$ cat src/rtl/tl_pkg.sv
// Shared traffic-light types and default sizing for the country-road request path.
// Contents: cr_req_state_t (request FSM states) and the default parameter values
// used by cr_sensor_request and its debounce block.
package tl_pkg;

  typedef enum logic [1:0] {
    CRQ_IDLE  = 2'd0,
    CRQ_REQ   = 2'd1,
    CRQ_SERVE = 2'd2
  } cr_req_state_t;

  localparam int unsigned DEF_DEBOUNCE_CYC = 16;
  localparam int unsigned DEF_COUNT_W      = 4;
  localparam int unsigned DEF_STUCK_S      = 60;

endpackage

$ cat src/rtl/sensor_debounce.sv
// Two-flop synchroniser plus level debouncer for a mechanical or loop input.
// A new synchronised level is accepted once it has persisted DEBOUNCE_CYC
// consecutive cycles; arrive/depart are 1-cycle strobes issued on acceptance.
// Ports:
//   clk, rst  clock and synchronous active-high reset
//   raw       asynchronous input level
//   stable    debounced level
//   arrive    strobe, stable went 0->1
//   depart    strobe, stable went 1->0
module sensor_debounce #(
  parameter int unsigned DEBOUNCE_CYC = 16
) (
  input  logic clk,
  input  logic rst,
  input  logic raw,
  output logic stable,
  output logic arrive,
  output logic depart
);

  localparam int unsigned CNT_W = (DEBOUNCE_CYC > 1) ? $clog2(DEBOUNCE_CYC) : 1;
  localparam logic [CNT_W-1:0] CNT_LAST = CNT_W'(DEBOUNCE_CYC - 1);

  logic             sync1;
  logic             sync2;
  logic [CNT_W-1:0] cnt;

  // Synchronise, then count consecutive cycles the synced level disagrees with stable.
  always_ff @(posedge clk) begin
    if (rst) begin
      sync1  <= 1'b0;
      sync2  <= 1'b0;
      stable <= 1'b0;
      cnt    <= '0;
      arrive <= 1'b0;
      depart <= 1'b0;
    end else begin
      sync1  <= raw;
      sync2  <= sync1;
      arrive <= 1'b0;
      depart <= 1'b0;
      if (sync2 == stable) begin
        cnt <= '0;
      end else if (cnt == CNT_LAST) begin
        stable <= sync2;
        cnt    <= '0;
        arrive <= sync2;
        depart <= ~sync2;
      end else begin
        cnt <= cnt + CNT_W'(1);
      end
    end
  end

endmodule

$ cat src/rtl/cr_sensor_request.sv
// Country-road vehicle request front end: debounces the loop detector, keeps a
// saturating count of queued vehicles and holds `sensor` until the CR green
// phase has served the queue.
// Optional feature macro: STUCK_FAULT_EN (stuck-loop detector; latches fault,
// forces sensor high and freezes count/FSM). Without it fault is always 0.
// Ports:
//   clk, rst    clock and synchronous active-high reset
//   sensor_raw  raw loop level, asynchronous, 1 = occupied
//   pulse       1-cycle strobe once per second
//   cr_ena      1 while the CR green phase is served
//   sensor      registered request to the highway controller
//   veh_count   registered vehicles queued or being served
//   fault       registered, sticky stuck-loop fault
module cr_sensor_request
  import tl_pkg::*;
#(
  parameter int unsigned DEBOUNCE_CYC = DEF_DEBOUNCE_CYC,
  parameter int unsigned COUNT_W      = DEF_COUNT_W,
  parameter int unsigned STUCK_S      = DEF_STUCK_S
) (
  input  logic               clk,
  input  logic               rst,
  input  logic               sensor_raw,
  input  logic               pulse,
  input  logic               cr_ena,
  output logic               sensor,
  output logic [COUNT_W-1:0] veh_count,
  output logic               fault
);

  localparam logic [COUNT_W-1:0] COUNT_MAX = '1;

  logic               stable;
  logic               arrive;
  logic               depart;
  cr_req_state_t      state;
  cr_req_state_t      state_nxt;
  logic [COUNT_W-1:0] count_nxt;
  logic               sensor_nxt;
  logic               fault_nxt;

  sensor_debounce #(
    .DEBOUNCE_CYC(DEBOUNCE_CYC)
  ) u_debounce (
    .clk    (clk),
    .rst    (rst),
    .raw    (sensor_raw),
    .stable (stable),
    .arrive (arrive),
    .depart (depart)
  );

`ifdef STUCK_FAULT_EN
  localparam int unsigned OCC_W = $clog2(STUCK_S + 1);
  localparam logic [OCC_W-1:0] OCC_LAST = OCC_W'(STUCK_S - 1);
  localparam logic [OCC_W-1:0] OCC_MAX  = OCC_W'(STUCK_S);

  logic [OCC_W-1:0] occ_sec;

  // Seconds of continuous occupancy; saturates at STUCK_S.
  always_ff @(posedge clk) begin
    if (rst || !stable) begin
      occ_sec <= '0;
    end else if (pulse && occ_sec != OCC_MAX) begin
      occ_sec <= occ_sec + OCC_W'(1);
    end
  end

  assign fault_nxt = fault | (stable & pulse & (occ_sec == OCC_LAST));
`else
  logic unused_cfg;
  assign unused_cfg = pulse ^ stable ^ (STUCK_S == 0);
  assign fault_nxt  = 1'b0;
`endif

  // State and registered outputs.
  always_ff @(posedge clk) begin
    if (rst) begin
      state     <= CRQ_IDLE;
      veh_count <= '0;
      sensor    <= 1'b0;
      fault     <= 1'b0;
    end else begin
      state     <= state_nxt;
      veh_count <= count_nxt;
      sensor    <= sensor_nxt;
      fault     <= fault_nxt;
    end
  end

  // Next state, next count and next request; a latched fault freezes everything.
  always_comb begin
    state_nxt  = state;
    count_nxt  = veh_count;
    sensor_nxt = 1'b0;

    if (!fault) begin
      if (arrive && veh_count != COUNT_MAX) begin
        count_nxt = veh_count + COUNT_W'(1);
      end else if (depart && state == CRQ_SERVE && veh_count != '0) begin
        count_nxt = veh_count - COUNT_W'(1);
      end

      case (state)
        CRQ_IDLE:  if (arrive) state_nxt = CRQ_REQ;
        CRQ_REQ:   if (cr_ena) state_nxt = CRQ_SERVE;
        // Exit decision uses the count already updated this cycle.
        CRQ_SERVE: if (!cr_ena) state_nxt = (count_nxt != '0) ? CRQ_REQ : CRQ_IDLE;
        default:   state_nxt = CRQ_IDLE;
      endcase
    end

    case (state_nxt)
      CRQ_REQ:   sensor_nxt = 1'b1;
      CRQ_SERVE: sensor_nxt = (count_nxt != '0);
      default:   sensor_nxt = 1'b0;
    endcase

    if (fault_nxt) sensor_nxt = 1'b1;
  end

endmodule

$ cat config.mk
export PLATFORM = sky130hd
export DESIGN_NAME = cr_sensor_request
export DESIGN_NICKNAME = d
export VERILOG_FILES = /design/src/rtl/tl_pkg.sv /design/src/rtl/sensor_debounce.sv /design/src/rtl/cr_sensor_request.sv
export SDC_FILE = /design/constraint.sdc
export NUM_CORES = 1
export LEC_CHECK = 0
export CORE_AREA = 5 5 50 52
export CTS_CLUSTER_DIAMETER = 30
export DETAILED_ROUTE_END_ITERATION = 16
export DIE_AREA = 0 0 55 57
export PLACE_DENSITY = 0.71
export SETUP_SLACK_MARGIN = 0.3
export SYNTH_ARGS = -nofsm -noshare
export SYNTH_HDL_FRONTEND = slang
export SYNTH_SLANG_ARGS = --single-unit
$ cat constraint.sdc
create_clock -name clk -period 2.6 [get_ports clk]
set_input_delay 0.52 -clock clk [delete_from_list [all_inputs] [get_ports clk]]
set_output_delay 0.52 -clock clk [all_outputs]
set_load 0.02 [all_outputs]
### After elaboration in Yosys (flattened, before gate mapping)

Cells that the tools add are included.

* logic and storage cells: 39
* bits of input ports: 5
* bits in registers: 16

* equal/unequal tests: 7
* reductions and logical operators: 9
* bitwise gates (word level): 3
* multiplexer cells: 8
* add/sub/neg operators: 3

Operators with widths (number)
* adder 4 x 1 -> 4 bit, second input constant: 2
* 2-to-1 mux 4 bit: 2
* nonzero test 4 bit: 2
* 2-to-1 mux 2 bit: 3
* one-hot mux 2 bit (3 select lines): 1
* OR reduction 3 bit: 2
* equality test 2 x 1 -> 1 bit, second input constant: 2
* equality test 2 bit, second input constant: 2
* equality test 4 bit, second input constant: 1
* != test 4 bit, second input constant: 1
* subtractor 4 x 1 -> 4 bit, second input constant: 1
* logical AND 1 bit: 3
* inverter 1 bit: 3
* zero test 2 bit: 1
* one-hot mux 1 bit (2 select lines): 1
* AND reduction 2 bit: 1
* equality test 1 bit: 1
* 2-to-1 mux 1 bit: 1

### Longest topological paths before layout

Gate-level depths: netlist of the first run.

* depth after elaboration: 11
* mapped depth: 10
* mapped depth without buffers: 10

### Cells and area by module

From an unflattened synthesis of the first run, not the netlist that was laid out.

* cell total of the unflattened synthesis: 89
* area total of the unflattened synthesis: 834.6 um^2

Modules (own cells, without submodules)
* cr_sensor_request: cells each 61, instances 1, area each 525.5 um^2, seq. area each 140.1 um^2
* sensor_debounce: cells each 28, instances 1, area each 309.0 um^2, seq. area each 180.2 um^2

### Worst setup path after synthesis of the first run

Ideal clock, no wire load.

* path type: register -> register
* start: register veh_count[0]
* end: register sensor
* slack: 0.045 ns
* cell stages (with the launch flop): 11
* path buffers: 0
* arrival: 2.423 ns
* cells stage by stage: dfxtp_1 > inv_1 > ha_1 > nor3b_1 > a2111oi_4 > a211oi_2 > o41ai_4 > inv_1 > ha_1 > nor4_1 > nor4_1

* cells in the longest elaborated chain, start to end: 10
* elaborated cells on any way between the ends: 15
* those cells by class: add/sub: 2; eq/ne: 3; mux: 6; reduce/logical: 4

RTL lines
* from (decl): RTL line cr_sensor_request.sv:27 `output logic [COUNT_W-1:0] veh_count,`
* from (signal assigned): RTL line cr_sensor_request.sv:85 `veh_count <= count_nxt;`
* parallel branches: the longest is 3 deep, another holds subtractor 4 x 1 -> 4 bit
* 2-to-1 mux 4 bit *: RTL line cr_sensor_request.sv:98 `if (arrive && veh_count != COUNT_MAX) begin`
* nonzero test 4 bit *: RTL line cr_sensor_request.sv:108 `CRQ_SERVE: if (!cr_ena) state_nxt = (count_nxt != '0) ? CRQ_REQ : CRQ_IDLE;`
* 2-to-1 mux 1 bit *: RTL line cr_sensor_request.sv:108
* 2-to-1 mux 2 bit *: RTL line cr_sensor_request.sv:108
* one-hot mux 2 bit (3 select lines) *: RTL line cr_sensor_request.sv:104 `case (state)`
* via state_nxt[0]: RTL line cr_sensor_request.sv:37 `cr_req_state_t state_nxt;`
* equality test 2 bit / equality test 2 x 1 -> 1 bit (equally long branches): RTL line cr_sensor_request.sv:113 `case (state_nxt)`
* one-hot mux 1 bit (2 select lines) *: RTL line cr_sensor_request.sv:113
* to (signal assigned): RTL line cr_sensor_request.sv:86 `sensor <= sensor_nxt;`
* to (decl): RTL line cr_sensor_request.sv:26 `output logic sensor,`

Mark *: on every way through the listed nets, which the timed path passes.
A chain may end at the register's enable or synchronous reset.

### Worst setup path after layout of the first run

* start: register veh_count[0]
* end: register sensor

* cells in the longest elaborated chain, start to end: 10
* elaborated cells on any way between the ends: 15
* those cells by class: add/sub: 2; eq/ne: 3; mux: 6; reduce/logical: 4

RTL lines (RTL line)
* parallel branches: the longest is 3 deep, another holds subtractor 4 x 1 -> 4 bit
* 2-to-1 mux 4 bit *: cr_sensor_request.sv:98
* nonzero test 4 bit *: cr_sensor_request.sv:108, cr_sensor_request.sv:115
* 2-to-1 mux 1 bit: cr_sensor_request.sv:108
* 2-to-1 mux 2 bit: cr_sensor_request.sv:108
* one-hot mux 2 bit (3 select lines): cr_sensor_request.sv:104
* equality test 2 bit / equality test 2 x 1 -> 1 bit (equally long branches): cr_sensor_request.sv:113
* one-hot mux 1 bit (2 select lines) *: cr_sensor_request.sv:113

Mark *: on every way between the ends.

==> results of run 1 <==
-- worst register-to-register path: stages (launching register included) --
cell      delay, ps
dfxtp_4         380
inv_4            60
ha_4            120
or3b_4          410
a22oi_4         220
a211oi_4        100
o41ai_4         280
buf_4           200
ha_4            210
nor4_4          240
-- registers in the layout, summed over array words and instances, names as in the netlist --
register,count
sensor,1
u_debounce.stable,1
u_debounce.sync2,1
u_debounce.depart,1
state,2
u_debounce.sync1,1
veh_count,4
u_debounce.arrive,1
u_debounce.cnt,4
-- cell families after synthesis --
family	Yosys count
multiplexers	2
adder cells (fa/ha/maj)	5
AO/OA/AOI/OAI	12
AND/OR/NAND/NOR	44
other	1
buffers and inverters	11
XOR/XNOR	4
flip-flops	16
-- power by group through the flow --
| stage | Sequential, mW | Clock, mW | Combinational, mW |
|---|---|---|---|
| 2_1_floorplan | 0.252 | 0 | 0.00694 |
| 3_3_place_gp | 0.252 | 0 | 0.0117 |
| 3_5_place_dp | 0.252 | 0 | 0.0119 |
| 4_1_cts | 0.246 | 0.141 | 0.0119 |
| 5_1_grt | 0.246 | 0.152 | 0.0132 |
| 6_report | 0.246 | 0.140 | 0.0123 |
-- final cells by class --
class                   instances  area share
inverters                       7      0.0251
multi-input cells              68       0.525
repair buffers                 20       0.136
clock buffers                   4      0.0210
well taps                      28      0.0281
flip-flops and latches         16       0.265
-- repair_timing --
item                       4_1_cts  5_1_grt
resized for setup               12       11
setup endpoints to repair        1        1
pin swaps                        8        7
setup buffers                    8        3
-- metrics by stage --
stage,power [mW],instance area (um^2)
6_report,0.397,1250
5_1_grt,0.412,1250
4_1_cts,0.398,1160
2_1_floorplan,0.259,933
3_3_place_gp,0.264,1030
3_5_place_dp,0.264,1030
-- layer usage --
layer	wire length, um	share of wire
met5	0	0
met4	61	0.030
met3	62	0.031
met2	989	0.49
met1	905	0.45
-- synthesized netlist by cell type --
master,number
nand3b_1,1
inv_1,7
a2111oi_4,1
a211o_1,1
nor2_1,9
clkbuf_4,1
a311oi_4,1
buf_6,1
o41ai_4,1
buf_4,1
a31oi_1,1
nand2b_1,3
and3b_2,1
nor4_4,1
nand3_2,1
nand3_1,6
a21oi_1,3
a2111oi_0,1
nand4_1,1
and4b_1,1
ha_1,5
xor2_1,3
and2_1,1
nor3_1,3
xnor2_1,1
conb_1,1
dfxtp_1,16
nor3b_1,2
or3b_4,1
nor4_1,2
a22oi_4,1
nor2b_1,3
clkbuf_1,1
nand2_1,6
o221ai_1,1
mux2i_1,1
mux2_2,1
a211oi_2,1
and3_1,2
-- worst paths after layout --
kind,from,endpoint,cells after the start
max,veh_count[0],sensor,9
min,u_debounce.sync1,u_debounce.sync2,1
max reg2reg,veh_count[0],sensor,9
min reg2reg,u_debounce.sync1,u_debounce.sync2,1
-- cell usage in the layout (no fill, tap or decap), drive strengths merged, types with 4 or more instances in the layout --
| cell | synthesis | routed |
|---|---|---|
| inv | 7 | 7 |
| nand3 | 7 | 7 |
| ha | 5 | 5 |
| nand2 | 6 | 6 |
| nor2 | 9 | 9 |
| dfxtp | 16 | 16 |
| buf | 2 | 12 |
| clkdlybuf4s50 | 0 | 8 |
| clkbuf | 2 | 4 |
==> impl_metrics.json, run 1 <==
{
  "run_status": "complete, no violations",
  "hp-class": "reg2reg",
  "ys_warn_count": 0,
  "yosysTopAreaCell": "dfxtp_1",
  "regArea_um2": 330,
  "synthToLayoutAreaGrowth_pct": 35.2,
  "vias_per_cell": 5.29,
  "finish.net_count": 126,
  "critPathArrivalTime_ps": 2500,
  "power_frac_comb": 0.031,
  "std_cell_rows": 17,
  "clk_latency_ps": 290,
  "p_sw_mw": 0.0873,
  "antenna_cells": 0,
  "synth_cells": 95,
  "synthTopCellsByArea": "dfxtp_1 (35%), ha_1 (6.8%), nor2_1 (3.7%)",
  "fmax_ghz": 0.436,
  "p_seq_frac": 0.618,
  "hold_slack_ps": 455,
  "cp_max_fo": 4,
  "multi_input_area_um2": 656,
  "synth_top_area_frac": 0.347,
  "wl_per_cell_um": 14.1,
  "p_per_area_nw_per_um2": 318,
  "gp_congestion": 0.804,
  "hpwl_mm": 1.29,
  "slew_headroom": 0.642,
  "final_antenna_net_count": 0,
  "clock_skew_ps": 4.26,
  "postCtsHoldBufs": 0,
  "cts.sinks": 16,
  "tightest_slew_ps": 536,
  "fin_setup_tns_ps": 0,
  "leakagePower_nw": 0.538,
  "grt_overflow": 0,
  "syn_avg_cell_area_um2": 9.72,
  "maxSlewViolCount": 0,
  "peakVddDrop_uv": 292,
  "ys_ff_latch": 16,
  "num_io_pins": 11,
  "synth_fp_nets": 105,
  "core_um2": 2060,
  "dieHeight_um": 57,
  "internal-power_mw": 0.310,
  "swShare": 0.220,
  "synth-xor-area-share": 0.0379,
  "worst_slack_ps": 305,
  "grt_pass1_wl_mm": 3.20,
  "fin_cells": 143,
  "end_kind": "flop",
  "synth.distinct_cells": 39,
  "htreeDepth": 1,
  "hold_violations": 0,
  "drt_iter0_drc": 12,
  "min_period_ps": 2290,
  "grt_use_met3": 0.0366,
  "die-area_um2": 3140,
  "synth_area_um2": 923,
  "required_ps": 2810,
  "remaining_drc_errors": 0,
  "synth_top_family_by_area": "simple AND/OR/NAND/NOR gates",
  "maxCapViolations": 0,
  "grt_start_max_net_pins": 14,
  "dp_slack_ps": 175,
  "vias": 757,
  "crit_type": "reg2reg",
  "path_buf_inv": 2,
  "root_buffer": "clkbuf_4",
  "finalWirelength_mm": 2.02,
  "final_util": 0.605,
  "clk_pin_slew_ps": 100,
  "synth_compound_area_frac": 0.176,
  "synthAdderAreaFrac": 0.0678,
  "slowest_delay_ps": 410,
  "fin_crit_sh": 0.883,
  "synthMuxAreaShare": 0.0230,
  "use_met2": 0.213,
  "numCtsBuffers": 3,
  "io_buffers": 8,
  "slowest_stage": "or3b_4",
  "crit_family": "simple AND/OR/NAND/NOR gates",
  "top_usage_layer": "met2",
  "synth_seq_area_share": 0.347,
  "firstDrtPassIters": 4,
  "crit_chain": "inv_4 > ha_4 > or3b_4 > a22oi_4 > a211oi_4 > o41ai_4 > buf_4 > ha_4 > nor4_4",
  "fill_cells": 183,
  "die_w_um": 55,
  "initial_core_util": 0.448,
  "crit_path_start_kind": "flop",
  "tritoncts": "yes",
  "synth-simple-area-share": 0.283,
  "gr-usage-met1": 0.166,
  "dp_cells": 128,
  "rsz0062_at_grt": "true",
  "r2r_slack_ps": 310,
  "clockBufferDepth": 2,
  "p_clk_frac": 0.351,
  "grt_pass1_vias": 730,
  "antenna_found_initial": 0,
  "drive_gt1_frac": 0.357,
  "track_usage": 0.139,
  "cpMostUsedCell": "ha_4",
  "setup_viol": 0
}
Power figures use the tool's default switching activity.
==> run 2, diff against run 1 <==
- CELL_PAD_IN_SITES_DETAIL_PLACEMENT: not set -> 0
- CELL_PAD_IN_SITES_GLOBAL_PLACEMENT: not set -> 1
- CORE_AREA: 5 5 50 52 -> 5 5 56 58
- DIE_AREA: 0 0 55 57 -> 0 0 61 63
- PLACE_DENSITY: 0.71 -> not set
- PLACE_DENSITY_LB_ADDON: not set -> 0.1
==> run 2 against run 1 <==
  * Sequential power barely moved
  * Final area fell by 8.0%
  * Register-to-register slack improved by 80 ps
  * Wire length fell by 15%
  * Via count fell by 5.8%
  * Fmax rose by 3.6%
  * Hold slack got worse by 2.6 ps
  * Combinational power fell by 3%
  * Clock-buffer cell count did not move
  * Clock skew barely moved
  * Critical path type unchanged
  * Largest cell class unchanged
  * Largest power group unchanged
  * Highest routed layer unchanged
==> impl_metrics.json, run 2 (synthesized netlist as in run 1, its figures left out) <==
{
  "finish.net_count": 122,
  "tritoncts": "yes",
  "required_ps": 2760,
  "postCtsHoldBufs": 0,
  "clockBufferDepth": 2,
  "io_buffers": 8,
  "stdcell_area_um2": 1150,
  "dp_cells": 131,
  "num_io_pins": 11,
  "fin_cells": 142,
  "reg_top3": "u_debounce.cnt (4), veh_count (4), state (2)",
  "dieHeight_um": 63,
  "remaining_drc_errors": 0,
  "peakVddDrop_uv": 279,
  "vias": 713,
  "hpwl_mm": 1.20,
  "finalWirelength_mm": 1.71,
  "track_usage": 0.101,
  "grt_pass1_wl_mm": 2.94,
  "cts.sinks": 16,
  "drt_iter0_drc": 23,
  "crit_type": "reg2reg",
  "initial_core_util": 0.353,
  "fin_setup_tns_ps": 0,
  "clock_skew_ps": 4.61,
  "grt_overflow": 0,
  "fill_cells": 261,
  "run_status": "complete, no violations",
  "hp-class": "reg2reg",
  "numCtsBuffers": 3,
  "critPathArrivalTime_ps": 2380,
  "layout_common_cells": "dfxtp_1 (13), nor2_1 (9), clkdlybuf4s50_1 (8), buf_4 (8)",
  "fin_crit_sh": 0.852,
  "crit_path_start_kind": "flop",
  "wl_per_cell_um": 12.0,
  "root_buffer": "clkbuf_4",
  "rsz0062_at_grt": "true",
  "clk_latency_ps": 290,
  "grt_start_max_net_pins": 14,
  "die-area_um2": 3840,
  "core_um2": 2620,
  "vias_per_cell": 5.02,
  "setup_viol": 0,
  "leakagePower_nw": 0.505,
  "cp_max_fo": 4,
  "hold_violations": 0,
  "fmax_ghz": 0.451,
  "drive_gt1_frac": 0.288,
  "postPlaceCellArea_um2": 1030,
  "maxSlewViolCount": 0,
  "end_kind": "flop",
  "p_total_mw": 0.425,
  "die_w_um": 61,
  "min_period_ps": 2220,
  "htreeDepth": 1,
  "antenna_cells": 0,
  "firstDrtPassIters": 4,
  "final_util": 0.439,
  "synthToLayoutAreaGrowth_pct": 24.4,
  "layout_commonest_cell": "dfxtp_1",
  "gp_congestion": 0.709,
  "maxCapViolations": 0,
  "antenna_found_initial": 0,
  "grt_pass1_vias": 676,
  "std_cell_rows": 19,
  "p_per_area_nw_per_um2": 370,
  "clk_pin_slew_ps": 100,
  "final_antenna_net_count": 0
}
==> run 2: layer usage <==
| metal | global-route usage | share of wire | vias to the layer above | wire length [um] |
|---|---|---|---|---|
| met5 | 0 | 0 | - | 0 |
| met1 | 0.125 | 0.46 | 341 | 792 |
| met2 | 0.156 | 0.50 | 8 | 846 |
| met4 | 0.0569 | 0.013 | 0 | 23 |
| met3 | 0.0248 | 0.027 | 2 | 46 |
| li1 | - | - | 362 | - |
==> run 2: path summary, 6_finish.rpt <==
| path | to | from | slack (ps) | depth (start not counted) |
|---|---|---|---|---|
| setup / recovery | sensor | veh_count[0] | 380 | 10 |
| hold / removal | u_debounce.cnt[0] | u_debounce.cnt[0] | 450 | 1 |
| setup reg to reg | sensor | veh_count[0] | 380 | 10 |
| hold reg to reg | u_debounce.cnt[0] | u_debounce.cnt[0] | 450 | 1 |
==> run 2: timing repair <==
action | 4_1_cts | 5_1_grt
cloned | 0 | 0
resized for setup | 8 | 1
setup buffers | 7 | 0
pin swaps | 7 | 1
endpoints found under the setup margin | 1 | 1
==> run 2: through the flow <==
step                setup slack, ps  hold slack [ps]
floorplan                       377              414
global placement                202              434
detailed placement              186              438
CTS                             314              455
global route                    268              475
finish                          385              452
==> run 2: worst max-delay path, cell delays in order, from the launching register on <==
cell	delay, ps
dfxtp_4	370
inv_2	60
ha_2	170
or3b_4	410
nand3_2	110
a311oi_4	120
o41ai_4	350
inv_1	80
ha_2	200
nor4_2	130
nor4_1	70
==> run 2: power breakdown <==
group          internal, mW  switching, mW
clock                0.0853         0.0826
combinational       0.00571        0.00618
sequential            0.245       0.000925
==> run 2: cell type report <==
class / count / area, um^2 / area share
clock buffers: 4 / 36.3 / 0.0316
inverters: 7 / 26.3 / 0.0229
multi-input cells: 68 / 578 / 0.503
flip-flops and latches: 16 / 329 / 0.286
well taps: 31 / 38.8 / 0.0338
repair buffers: 16 / 140 / 0.122
